## config.mk

```make
export PLATFORM = sky130hd
export DESIGN_NAME = mu0_program_loader
export DESIGN_NICKNAME = d
export VERILOG_FILES = /design/src/rtl/mu0_pkg.sv /design/src/rtl/mu0_bus_mux.sv /design/src/rtl/mu0_program_loader.sv
export SDC_FILE = /design/constraint.sdc
export NUM_CORES = 1
export LEC_CHECK = 0
export CAP_MARGIN = 10
export CORE_ASPECT_RATIO = 2
export CORE_MARGIN = 2
export CORE_UTILIZATION = 39
export CTS_BUF_LIST = sky130_fd_sc_hd__clkbuf_8
export DETAILED_ROUTE_END_ITERATION = 7
export PLACE_DENSITY = 0.83
export RECOVER_POWER = 25
export SLEW_MARGIN = 20
export SYNTH_ARGS = -nofsm -noshare
export SYNTH_HDL_FRONTEND = slang
export SYNTH_SLANG_ARGS = --single-unit
```

## constraint.sdc

```tcl
create_clock -name clk -period 2.3 [get_ports clk]
set_input_delay 0.69 -clock clk [delete_from_list [all_inputs] [get_ports clk]]
set_output_delay 0.69 -clock clk [all_outputs]
set_load 0.005 [all_outputs]
```

## src/rtl/mu0_pkg.sv

```systemverilog
// Shared MU0 definitions: default widths, memory rw encoding and the loader state enum.
package mu0_pkg;

  localparam int MU0_DATA_W      = 16;
  localparam int MU0_ADDR_W      = 12;
  localparam int MU0_DEPTH       = 32;
  localparam int MU0_HOLD_CYCLES = 2;

  localparam logic MEM_READ  = 1'b1;
  localparam logic MEM_WRITE = 1'b0;

  typedef enum logic [2:0] {
    LDR_IDLE  = 3'd0,
    LDR_LOAD  = 3'd1,
    LDR_DRAIN = 3'd2,
    LDR_HOLD  = 3'd3,
    LDR_RUN   = 3'd4
  } ldr_state_t;

endpackage

```

## src/rtl/mu0_bus_mux.sv

```systemverilog
// Memory bus owner select: the loader drives the bus unless the MU0 core owns it.
module mu0_bus_mux
  import mu0_pkg::*;
#(
  parameter int DATA_W = MU0_DATA_W,
  parameter int ADDR_W = MU0_ADDR_W
) (
  input  logic              cpu_owns,
  input  logic [ADDR_W-1:0] ldr_addr,
  input  logic [DATA_W-1:0] ldr_data,
  input  logic              ldr_memrq,
  input  logic              ldr_rw,
  input  logic [ADDR_W-1:0] cpu_addr,
  input  logic [DATA_W-1:0] cpu_out_data,
  input  logic              cpu_memrq,
  input  logic              cpu_rnw,
  output logic [ADDR_W-1:0] mem_addr,
  output logic [DATA_W-1:0] mem_in_data,
  output logic              mem_memrq,
  output logic              mem_rw
);

  always_comb begin
    if (cpu_owns) begin
      mem_addr    = cpu_addr;
      mem_in_data = cpu_out_data;
      mem_memrq   = cpu_memrq;
      mem_rw      = cpu_rnw;
    end else begin
      mem_addr    = ldr_addr;
      mem_in_data = ldr_data;
      mem_memrq   = ldr_memrq;
      mem_rw      = ldr_rw;
    end
  end

endmodule

```

## src/rtl/mu0_program_loader.sv

```systemverilog
// MU0 boot loader: streams words into program memory, then releases the core after a hold time.
// Optional checksum check on the final word is enabled by defining MU0_LOADER_CHECKSUM_EN.
module mu0_program_loader
  import mu0_pkg::*;
#(
  parameter int DATA_W      = MU0_DATA_W,
  parameter int ADDR_W      = MU0_ADDR_W,
  parameter int DEPTH       = MU0_DEPTH,
  parameter int HOLD_CYCLES = MU0_HOLD_CYCLES
) (
  input  logic              clk,
  input  logic              rst_n,
  input  logic              ld_start,
  input  logic [ADDR_W-1:0] ld_base,
  input  logic              ld_valid,
  output logic              ld_ready,
  input  logic [DATA_W-1:0] ld_data,
  input  logic              ld_last,
  input  logic [ADDR_W-1:0] cpu_addr,
  input  logic [DATA_W-1:0] cpu_out_data,
  input  logic              cpu_memrq,
  input  logic              cpu_rnw,
  output logic              cpu_rst_n,
  output logic [ADDR_W-1:0] mem_addr,
  output logic [DATA_W-1:0] mem_in_data,
  output logic              mem_memrq,
  output logic              mem_rw,
  output logic              busy,
  output logic              error,
  output logic [ADDR_W:0]   load_count,
  output logic [DATA_W-1:0] ld_sum,
  input  logic [DATA_W-1:0] ld_expected
);

  localparam int                HC_W      = $clog2(HOLD_CYCLES + 1);
  localparam logic [HC_W-1:0]   HOLD_LAST = HC_W'(HOLD_CYCLES);
  localparam logic [ADDR_W-1:0] LAST_ADDR = ADDR_W'(DEPTH - 1);
  localparam logic [ADDR_W:0]   DEPTH_X   = (ADDR_W + 1)'(DEPTH);

  ldr_state_t        state_q, state_d;
  logic [ADDR_W-1:0] ptr_q, ptr_d;
  logic [ADDR_W:0]   cnt_q, cnt_d;
  logic [HC_W-1:0]   hold_q, hold_d;
  logic              err_q, err_d;
  logic              ld_ready_q, busy_q, cpu_rst_q;
  logic              hs, wr_en, base_bad, sum_fault;
  logic [DATA_W-1:0] sum_q, sum_d, sum_add;

  assign hs       = ld_valid & ld_ready_q;
  assign base_bad = ({1'b0, ld_base} >= DEPTH_X);
  assign sum_add  = sum_q + ld_data;

`ifdef MU0_LOADER_CHECKSUM_EN
  assign sum_fault = (sum_add != ld_expected);
  assign ld_sum    = sum_q;
`else
  logic unused_expected;
  assign unused_expected = ^ld_expected;
  assign sum_fault = 1'b0;
  assign ld_sum    = '0;
`endif

  always_comb begin
    state_d = state_q;
    ptr_d   = ptr_q;
    cnt_d   = cnt_q;
    err_d   = err_q;
    sum_d   = sum_q;
    hold_d  = '0;
    wr_en   = 1'b0;
    unique case (state_q)
      LDR_IDLE, LDR_RUN: begin
        if (ld_start) begin
          cnt_d = '0;
          sum_d = '0;
          if (base_bad) begin
            err_d   = 1'b1;
            ptr_d   = '0;
            state_d = LDR_DRAIN;
          end else begin
            err_d   = 1'b0;
            ptr_d   = ld_base;
            state_d = LDR_LOAD;
          end
        end
      end
      LDR_LOAD: begin
        if (hs) begin
          wr_en = 1'b1;
          cnt_d = cnt_q + 1'b1;
          sum_d = sum_add;
          if (ptr_q != LAST_ADDR) ptr_d = ptr_q + 1'b1;
          // The last word wins over overflow: a program that exactly fills memory is valid.
          if (ld_last) begin
            if (sum_fault) begin
              err_d   = 1'b1;
              state_d = LDR_IDLE;
            end else begin
              state_d = LDR_HOLD;
            end
          end else if (ptr_q == LAST_ADDR) begin
            err_d   = 1'b1;
            state_d = LDR_DRAIN;
          end
        end
      end
      LDR_DRAIN: begin
        if (hs && ld_last) state_d = LDR_IDLE;
      end
      LDR_HOLD: begin
        if (hold_q == HOLD_LAST) state_d = LDR_RUN;
        else hold_d = hold_q + 1'b1;
      end
      default: state_d = LDR_IDLE;
    endcase
  end

  always_ff @(posedge clk or negedge rst_n) begin
    if (!rst_n) begin
      state_q    <= LDR_IDLE;
      ptr_q      <= '0;
      cnt_q      <= '0;
      hold_q     <= '0;
      err_q      <= 1'b0;
      sum_q      <= '0;
      ld_ready_q <= 1'b0;
      busy_q     <= 1'b0;
      cpu_rst_q  <= 1'b0;
    end else begin
      state_q    <= state_d;
      ptr_q      <= ptr_d;
      cnt_q      <= cnt_d;
      hold_q     <= hold_d;
      err_q      <= err_d;
      sum_q      <= sum_d;
      // Outputs are registered from the next state so they change with the state itself.
      ld_ready_q <= (state_d == LDR_LOAD) || (state_d == LDR_DRAIN);
      busy_q     <= (state_d == LDR_LOAD) || (state_d == LDR_DRAIN) || (state_d == LDR_HOLD);
      cpu_rst_q  <= (state_d == LDR_RUN);
    end
  end

  assign ld_ready   = ld_ready_q;
  assign busy       = busy_q;
  assign cpu_rst_n  = cpu_rst_q;
  assign error      = err_q;
  assign load_count = cnt_q;

  mu0_bus_mux #(
    .DATA_W(DATA_W),
    .ADDR_W(ADDR_W)
  ) u_bus_mux (
    .cpu_owns    (cpu_rst_q),
    .ldr_addr    (ptr_q),
    .ldr_data    (ld_data),
    .ldr_memrq   (wr_en),
    .ldr_rw      (wr_en ? MEM_WRITE : MEM_READ),
    .cpu_addr    (cpu_addr),
    .cpu_out_data(cpu_out_data),
    .cpu_memrq   (cpu_memrq),
    .cpu_rnw     (cpu_rnw),
    .mem_addr    (mem_addr),
    .mem_in_data (mem_in_data),
    .mem_memrq   (mem_memrq),
    .mem_rw      (mem_rw)
  );

endmodule

```

; ---- Word level (Yosys, flattened, before mapping)
; Cells that the tools add are included.
[op_classes]
addsub = 3
magnitude_cmp = 1
n_eq_ne = 16
n_mux = 31
n_bitwise = 1
n_reduce_logical = 9
[op_table]
columns = op, n
row1 = 2-to-1 mux 12 bit, 5
row2 = 2-to-1 mux 13 bit, 2
row3 = case mux 13 bit (2 select lines), 1
row4 = case mux 12 bit (2 select lines), 1
row5 = 2-to-1 mux 3 bit, 6
row6 = 2-to-1 mux 16 bit, 1
row7 = "adder 13 x 1 -> 13 bit, second input constant", 1
row8 = "adder 12 x 1 -> 12 bit, second input constant", 1
row9 = "== test 12 x 5 -> 1 bit, second input constant", 1
row10 = "== test 3 x 2 -> 1 bit, second input constant", 4
row11 = ">= comparator 12 x 6 -> 1 bit, second input constant", 1
row12 = "inequality test 12 x 5 -> 1 bit, second input constant", 1
row13 = case mux 3 bit (4 select lines), 1
row14 = 2-to-1 mux 1 bit, 10
row15 = "inequality test 2 bit, second input constant", 5
row16 = "== test 3 x 1 -> 1 bit, second input constant", 2
row17 = "== test 3 bit, second input constant", 2
row18 = 2-to-1 mux 2 bit, 3
row19 = AND reduction 5 bit, 1
row20 = AND reduction 4 bit, 1
row21 = zero test 3 bit, 1
row22 = AND reduction 3 bit, 1
row23 = "adder 2 x 1 -> 2 bit, second input constant", 1
row24 = "== test 2 bit, second input constant", 1
row25 = other kinds (6), 7
[totals]
regBits = 34
input_bits = 79
output_inout_bits = 63
elab_cells = 69

; ---- Depth between registers and ports, before layout
[logic_depth]
word_depth = 8
ltp_mapped = 7
ltp_nobuf = 5

; ---- Hierarchy
; A second synthesis with hierarchy kept.
[unflattened]
cells_unflattened = 240
hier_area_um2 = 2441.1
[modules_own_cells]
columns = mod, n_inst, cells_per_inst, area_each_um2, seq_area_each_um2
row1 = mu0_program_loader, 1, 207, 1956.9, 850.8
row2 = mu0_bus_mux, 1, 33, 484.2, 0.0

; ---- Worst setup path after synthesis
; No wires, ideal clock.
[synth_timing]
path_type = input port to output port
start = in ld_valid
end = out mem_rw
t_arrival_ns = 1.479
required_time_ns = 1.610
path_slack_ns = 0.131
path_stages = 4
n_path_buf = 1
path_cell_list = nand2_1 -> or3_1 -> clkbuf_1 -> mux2_2
[synth_between]
elab_chain_cells = 5
[synth_lines]
columns = element, line
row1 = from (decl), mu0_program_loader.sv:15  ; input logic ld_valid,
row2 = AND 1 bit, mu0_program_loader.sv:49  ; assign hs = ld_valid & ld_ready_q;
row3 = 2-to-1 mux 1 bit, mu0_program_loader.sv:88  ; if (hs) begin
row4 = 2-to-1 mux 1 bit, mu0_program_loader.sv:71  ; unique case (state_q)
row5 = 2-to-1 mux 1 bit, mu0_program_loader.sv:157  ; .ldr_rw (wr_en ? MEM_WRITE : MEM_READ),
row6 = 2-to-1 mux 1 bit, mu0_bus_mux.sv:24  ; if (cpu_owns) begin
row7 = to (decl), mu0_program_loader.sv:27  ; output logic mem_rw,
; No other way between the ends.

; ---- Final worst setup path
[layout_timing]
start = reg state_q[1]
end = out mem_rw
[layout_between]
elab_chain_cells = 4
[layout_lines]
columns = element, line
row1 = from (decl), mu0_program_loader.sv:40  ; ldr_state_t state_q, state_d;
row2 = from (signal assigned), mu0_program_loader.sv:130  ; state_q <= state_d;
row3 = == test 3 x 1 -> 1 bit, mu0_program_loader.sv:71
row4 = 2-to-1 mux 1 bit, mu0_program_loader.sv:71
row5 = 2-to-1 mux 1 bit, mu0_program_loader.sv:157
row6 = 2-to-1 mux 1 bit, mu0_bus_mux.sv:24
; No other way between the ends.

==> impl_metrics.ini <==
[floorplanning]
start_util = 0.4027
core-area_um2 = 5956
die_y_um = 114.9
io_pins = 142
die_width_um = 59.46
rows = 40
die-area_um2 = 6832

[grt]
grt_pass1_wl_um = 11940
grt_max_degree = 35
grt_pass1_vias = 2561
grt_usage = 0.2265
overflow = 0
antenna_found_initial = 0

[placed_design]
hpwl_um = 5538
port_buffers = 109
globalplace.congestion = 0.9314
post-place-cells = 439
place_ws_ns = -0.7104

[pwr]
seqPwrFrac = 0.383
power_density_nw_per_um2 = 531.7
p_leak_uw = 0.001620
intPower_uw = 1382
clkPwrFrac = 0.228
vdd_drop_max_uv = 483.4
switching_share = 0.3222
pwr-share-comb = 0.389
p_switching_uw = 656.9

[route]
drt-initial-drc-count = 71
wl_met2_um = 4227
wl_per_cell_um = 16.31
ant_nets = 0
route.detailed.drc = 0
routed_wirelength_um = 7453
vias = 2577
wl_met3_um = 396
wirelength_met1_um = 2502
routed.top_layer = met4
drt-vias-per-instance = 5.639
first_pass_iters = 4

[flow_run]
maxCapViolCount = 0

[min_path]
whs_path_depth = 1
hp-class = reg -> reg

[timing]
worst_slew_margin_rel = 0.4169
skew_ns = 0.004999
setup_slack_ns = -0.01141
fin_crit_sh = 1.005
setup_tns_ns = -0.01141
rsz0062_at_grt = yes
finalSetupViolations = 1
max_slew.worst_pin.slew_ns = 0.8747
report.final.slew_viol_count = 0
hold_violations = 0
fmax_mhz = 432.6
period_minus_slack_ns = 2.311

[run_status]
status = finished, violations left
violations = negative setup slack

[cells_and_area]
mostFrequentLayoutCells = clkdlybuf4s50_1, dfrtp_1, buf_4
area_delta_synth_final_pct = 59.89
final_common_cell = clkdlybuf4s50_1
antenna_cells = 0
ff_latch_area_um2 = 850.8
final_nets = 474
multi_input_area_um2 = 1438
final_cells = 457
drive_gt1_frac = 0.2284
fillers = 463

[clock_network]
clock-sinks = 34
cts_tree = done
max-clock-path-buffers = 2
cts_max_level = 2
clk-insertion-delay-late_ns = 0.29
cts.clk_slew.worst_paths_ns = 0.07
cts-root-buf = clkbuf_8
numCtsBuffers = 5

[synth]
synthTopCellsByArea = dfrtp_1, mux2_2, buf_4
syn_inst = 257
yosys.area.top_type = dfrtp_1
synth_top_area_frac = 0.3547
syn-cell-area_um2 = 2399
synth_edf_count = 0
ys_ff_latch = 34
synthArstFlopShare = 1.000
synth-main-ff-cell = dfrtp_1
post_synth.cell_area_avg_um2 = 9.333
yosysUniqueCellTypes = 52
ys.warnings.count = 0
ys_seq_area_frac = 0.3547

[worst_setup_path]
cp-start-kind = flop
critPathKind = reg -> out
reg2regPathDepth = 12
cp.required_ns = 1.61
cp-end-kind = output port
critPathMaxFanout = 2
crit_arrival_ns = 1.62
registers in the layout, indices dropped and copies added, names as in the netlist:
register	count
cpu_rst_n	1
busy	1
ld_ready	1
error	1
state_q	3
hold_q	2
ptr_q	12
load_count	13
layer usage:
metal / vias to the layer above / track usage
met3: 25 / 0.03150
met1: 1229 / 0.2292
met2: 118 / 0.4190
li1: 1205 / -
met4: 0 / 0.1288
met5: - / 0
area by class of cell:
class / instances / share of cell area
Sequential cell: 34 / 0.2219
Clock buffer: 6 / 0.02153
Inverter: 5 / 0.004894
Clock inverter: 2 / 0.002284
Multi-Input combinational cell: 202 / 0.3749
Timing Repair Buffer: 145 / 0.3540
Tap cell: 63 / 0.02055
stage by stage:
step           instance area (um2)  total power (uW)  hold WS [ns]  utilization
5_1_grt                       3835              2149        0.5086       0.6439
2_1_floorplan                 2455              1111        0.3944            -
6_report                      3835              2039        0.4764       0.6439
3_5_place_dp                  3638              1512        0.4711       0.6109
3_3_place_gp                  3638              1496        0.4501       0.6109
4_1_cts                       3790              2006        0.4794       0.6363
power by group through the flow:
stage               clock network [uW]  logic (uW)  registers (uW)
global placement                     0         719             776
global route                       492         870             786
detailed placement                   0         735             778
CTS                                472         763             771
finish                             465         794             780
floorplan                            0         344             766
repair_timing:
item                                    CTS  global route
pin swaps                                 2             4
buffers inserted                         10             2
hold buffers                              0             0
resized for setup                        61            27
endpoints found under the setup margin   30            31
cloned                                    0             0
cell usage after synthesis, types with 3 or more instances:
library cell / n
xnor2_1: 4
o21ai_0: 10
or4_1: 6
mux2_2: 29
inv_1: 5
and3_1: 3
clkbuf_1: 9
nand2_1: 19
buf_4: 16
a21oi_1: 19
nor2_1: 11
dfrtp_1: 34
a211oi_1: 3
o31ai_1: 10
nand3_1: 9
or3_1: 5
nand4_1: 3
a2bb2oi_1: 3
and4_1: 4
nor3_1: 9
worst max-delay path, stage by stage, from the launching register on:
cell and delay, ns:
dfrtp_1 0.40, nand2b_4 0.16, or3_4 0.39, mux2_2 0.26, buf_2 0.12
logic make-up after synthesis:
| kind of cell | after synthesis | synth area share |
|---|---|---|
| other | 1 | 0.001563 |
| XOR/XNOR | 4 | 0.01460 |
| AND/OR/NAND/NOR | 88 | 0.2201 |
| flip-flops | 34 | 0.3547 |
| buffers and inverters | 36 | 0.08868 |
| AO/OA/AOI/OAI | 63 | 0.1737 |
| multiplexers | 29 | 0.1361 |
| adder cells (fa/ha/maj) | 2 | 0.01043 |
worst paths after layout:
| kind | to | slack, ns | start |
|---|---|---|---|
| worst max-delay path | mem_rw | -0.01 | state_q[1] |
| worst min-delay path | hold_q[0] | 0.48 | hold_q[0] |
| worst max register to register | ptr_q[9] | 0.24 | ld_ready |
| worst min register to register | hold_q[0] | 0.48 | hold_q[0] |
| max in group asynchronous | ld_ready | 0.70 | rst_n |
| min in group asynchronous | ptr_q[10] | 1.05 | rst_n |
(Power assumes the default switching activity.)
